--- src/rtl/onehot_encoder_pkg.sv ---
// Shared helpers for the one-hot encoder slice.
package onehot_encoder_pkg;

  // Index width for a given code width, never below 1 bit.
  function automatic int clog2_min1(input int n);
    return (n <= 2) ? 1 : $clog2(n);
  endfunction

endpackage

--- src/rtl/onehot_decode_core.sv ---
// Purely combinational index-to-one-hot decoder with range detection.
module onehot_decode_core #(
  parameter int OUTPUT_WIDTH = 16,
  parameter int INPUT_WIDTH  = 4
) (
  input  logic [INPUT_WIDTH-1:0]  value_i,
  input  logic                    en_i,
  output logic [OUTPUT_WIDTH-1:0] code_o,
  output logic                    range_err_o
);

  // One extra bit so OUTPUT_WIDTH == 2**INPUT_WIDTH is representable.
  localparam logic [INPUT_WIDTH:0] LIMIT = (INPUT_WIDTH+1)'(OUTPUT_WIDTH);

  logic w_oor;
  assign w_oor = ({1'b0, value_i} >= LIMIT);

  for (genvar i = 0; i < OUTPUT_WIDTH; i++) begin : g_bit
    assign code_o[i] = en_i && (value_i == INPUT_WIDTH'(i));
  end

  assign range_err_o = en_i & w_oor;

endmodule

--- src/rtl/onehot_encoder.sv ---
// Binary-to-one-hot encoder: combinational code plus a one-cycle registered copy.
module onehot_encoder
  import onehot_encoder_pkg::*;
#(
  parameter int OUTPUT_WIDTH = 16,
  parameter int INPUT_WIDTH  = clog2_min1(OUTPUT_WIDTH)
) (
  input  logic                    clk_i,
  input  logic                    rst_i,
  input  logic [INPUT_WIDTH-1:0]  value_i,
  input  logic                    en_out_i,
  output logic [OUTPUT_WIDTH-1:0] code_o,
  output logic                    range_err_o,
  output logic [OUTPUT_WIDTH-1:0] code_q_o,
  output logic                    valid_q_o,
  output logic                    range_err_q_o
);

  if (OUTPUT_WIDTH < 2 || INPUT_WIDTH < $clog2(OUTPUT_WIDTH)) begin : g_param_chk
    $error("onehot_encoder: OUTPUT_WIDTH must be >= 2 and INPUT_WIDTH >= $clog2(OUTPUT_WIDTH)");
  end

  logic [OUTPUT_WIDTH-1:0] w_code;
  logic                    w_err;
  logic [OUTPUT_WIDTH-1:0] r_code;
  logic                    r_valid;
  logic                    r_err;

  onehot_decode_core #(
    .OUTPUT_WIDTH(OUTPUT_WIDTH),
    .INPUT_WIDTH (INPUT_WIDTH)
  ) u_core (
    .value_i    (value_i),
    .en_i       (en_out_i),
    .code_o     (w_code),
    .range_err_o(w_err)
  );

  // No load enable: en_out_i already zeroes the data when idle.
  always_ff @(posedge clk_i) begin
    if (rst_i) begin
      r_code  <= '0;
      r_valid <= 1'b0;
      r_err   <= 1'b0;
    end else begin
      r_code  <= w_code;
      r_valid <= en_out_i & ~w_err;
      r_err   <= w_err;
    end
  end

  assign code_o        = w_code;
  assign range_err_o   = w_err;
  assign code_q_o      = r_code;
  assign valid_q_o     = r_valid;
  assign range_err_q_o = r_err;

  always_ff @(posedge clk_i) begin
    a_onehot0 : assert ($onehot0(w_code));
    a_onehot  : assert ($onehot(w_code) == (en_out_i & ~w_err));
    a_vld_oh  : assert (!r_valid || $onehot(r_code));
    a_excl    : assert (!(r_valid && r_err));
  end

endmodule

--- config.mk ---
export PLATFORM = sky130hd
export DESIGN_NAME = onehot_encoder
export DESIGN_NICKNAME = d
export VERILOG_FILES = /design/src/rtl/onehot_encoder_pkg.sv /design/src/rtl/onehot_decode_core.sv /design/src/rtl/onehot_encoder.sv
export SDC_FILE = /design/constraint.sdc
export NUM_CORES = 1
export LEC_CHECK = 0
export ABC_AREA = 1
export BUFFER_PORTS_ARGS = -buffer_cell sky130_fd_sc_hd__buf_2
export CORE_MARGIN = 3
export CORE_UTILIZATION = 36
export CTS_BUF_LIST = sky130_fd_sc_hd__clkbuf_16
export CTS_CLUSTER_SIZE = 30
export DETAILED_ROUTE_END_ITERATION = 6
export PLACE_DENSITY = 0.72
export SYNTH_ARGS = -nofsm -noshare
export SYNTH_HDL_FRONTEND = slang
export SYNTH_HIERARCHICAL = 1
export SYNTH_SLANG_ARGS = --single-unit
export TNS_END_PERCENT = 50
--- constraint.sdc ---
create_clock -name clk_i -period 0.8 [get_ports clk_i]
set_input_delay 0.04 -clock clk_i [delete_from_list [all_inputs] [get_ports clk_i]]
set_output_delay 0.04 -clock clk_i [all_outputs]
set_load 0.01 [all_outputs]
==> impl_metrics.ini <==
[power_and_ir_drop]
total_power_mw = 2.03
p_leak_nw = 0.513
vdd.ir_drop.worst_uv = 1400
power.density_cell_area_nw_per_um2 = 2140

[final_layout]
layout.cells.most_common_list = 40 x buf_2, 30 x nor2_1, 21 x inv_1
num_antenna_cells = 0
filler_cell_count = 157
synthToLayoutAreaGrowth_pct = 44.0
layout.cells.most_common = buf_2
layout-drive-gt1-share_pct = 36.6
nNetsFinal = 139
fin_area_sq_um = 950

[detailed_routing]
route.vias.total = 650
mean_routed_wirelength_per_cell_um = 9.69
route.final.wire_length_um = 1500
first_iter_violations = 15
drt_drc = 0
detail_route.first_pass.iterations = 4
postRouteAntennaNets = 0
vias_per_cell = 4.19

[setup_path]
critPathCaptureType = output port
critPathSlowestCell = nor2_1
delay_of_the_slowest_cell_on_the_worst_path_ns = 0.16
path_cells = buf_2 -> inv_1 -> nand3_1 -> nor2_1 -> buf_2
worstSetupPathType = input port to output port
crit_path_start_kind = input port
cp_data_required_time_ns = 0.76
critical_path_peak_fanout = 5
startpoint = value_i[0]
crit_top_cell = buf_2
data_arrival_critical_path_ns = 0.73

[die]
starting_density_pct = 40.9
pin_count = 42
core.rowCount = 14
fp.dieArea_sq_um = 2380
core-area_sq_um = 1610
die_x_um = 48.8
floorplan.die.height_um = 48.8

[global_route]
grt_overflow_total = 0
vias_in_the_first_global_route = 563
globalRouteMet1Util_pct = 12.1
grt_antenna_before_repair = 0
grt_util_met3_pct = 3.98
grtUsageMet2_pct = 24.9
grt-busiest-layer = met2
global_route_wire_length_before_repair_um = 2430
largest_net_degree_at_the_start_of_global_routing = 19
gr-usage-all-layers_pct = 13.2

[clocking]
cts.htree.levels = 1
cts_root_buf = clkbuf_16
cts_tree = done
postCtsSetupRepairBufs = 0
clk_transition_reported_paths_ns = 0.05
numCtsBuffers = 3
max-clock-path-buffers = 2
cts_sinks = 18

[synthesis]
synthesis.area_per_instance_sq_um = 7.33
number_of_synthesized_register_bits = 18
syn-cell-area_sq_um = 659
synth.yosys.warnings = 6
synthesis.instances = 90
synth.yosys.seq_area_share_pct = 54.6
synthesis.nets = 97
synthDistinctLibCells = 9

[timing]
period_needed_ns = 0.775
max_clock_freq_ghz = 1.29
setup_slack_ns = 0.0254
final_cycle_share_pct = 96.8
rsz0062_at_grt = true
timing.final.hold_violations = 0
final-max-slew-violation-count = 0
setup_violations = 0

[min_path]
min_path_type = input port to flop
min-delay-start = en_out_i

[job]
drv_cap = 0

[place]
buffer_ports.inserted = 40
post-dp-hpwl_um = 1190
post_place_cell_area_sq_um = 856
gpl.final_weighted_congestion = 0.821
placement.setup.worst_slack_ns = 0.0453

[outcome]
run_status = finished, final reports clean
==> cells by family (layout without fill, tap and decap cells) <==
family	after synthesis	count (layout)	synth area share, %
buffers and inverters	24	65	17.1
DFF	18	18	54.6
other	1	1	0.569
and+or+nand+nor	47	47	27.7
==> layout make-up <==
cell class	count	area (sq um)	area share, %
clock buffer	3	75.1	7.91
clock inverter	1	3.75	0.395
inverter	21	78.8	8.30
multi-input combinational	48	201	21.2
sequential	18	360	37.9
tap	24	30.0	3.16
timing repair buffer	40	200	21.1
==> flip-flops by register name, summed over array words and instances, names as in the netlist <==
register / flops
code_q_o: 16
range_err_q_o: 1
valid_q_o: 1
==> worst paths after layout <==
path	end	depth (start not counted)	slack (ns)
worst min-delay path	valid_q_o$_SDFF_PP0_	3	0.09
worst max-delay path	code_o[14]	5	0.03
==> routing by layer <==
layer	part of all wire (%)	routed length [um]	vias to the layer above
met3	8.4	126	4
met5	0	0	-
met4	2.4	36	0
met2	53	790	27
met1	36	548	284
li1	-	-	335
==> worst max-delay path: cells and delay by family <==
family | cells | cell delay, ns
buf+inv | 3 | 0.40
simple gates | 2 | 0.30
==> Yosys cell counts <==
cell / instances / area share [%]
inv_1: 21 / 12
nor2_1: 34 / 19
nand2_1: 8 / 4.6
buf_4: 1 / 1.1
buf_6: 1 / 1.7
conb_1: 1 / 0.57
buf_8: 1 / 2.3
nand3_1: 5 / 3.8
dfxtp_1: 18 / 55
==> per-stage QoR <==
stage                     instances  util [%]  TNS [ns]  hold slack (ns)
after global placement          151      53.1         0            0.324
after floorplan                  90         -         0            0.163
after CTS                       155      58.0         0           0.0824
after global routing            155      58.9    -0.150            0.115
after detailed placement        151      53.1         0            0.338
final                           155      58.9         0           0.0881
==> where the power goes <==
| group | switching (mW) | internal (mW) |
|---|---|---|
| logic | 0.0967 | 0.0452 |
| clock network | 0.311 | 0.663 |
| registers | 0.00269 | 0.911 |
| total | 0.411 | 1.62 |
==> repair_timing <==
item,in CTS,in global routing
hold buffers,0,0
endpoints found under the hold margin,0,0
gates resized for setup,0,5
setup endpoints to repair,0,9
Power figures use the tool's default switching activity.
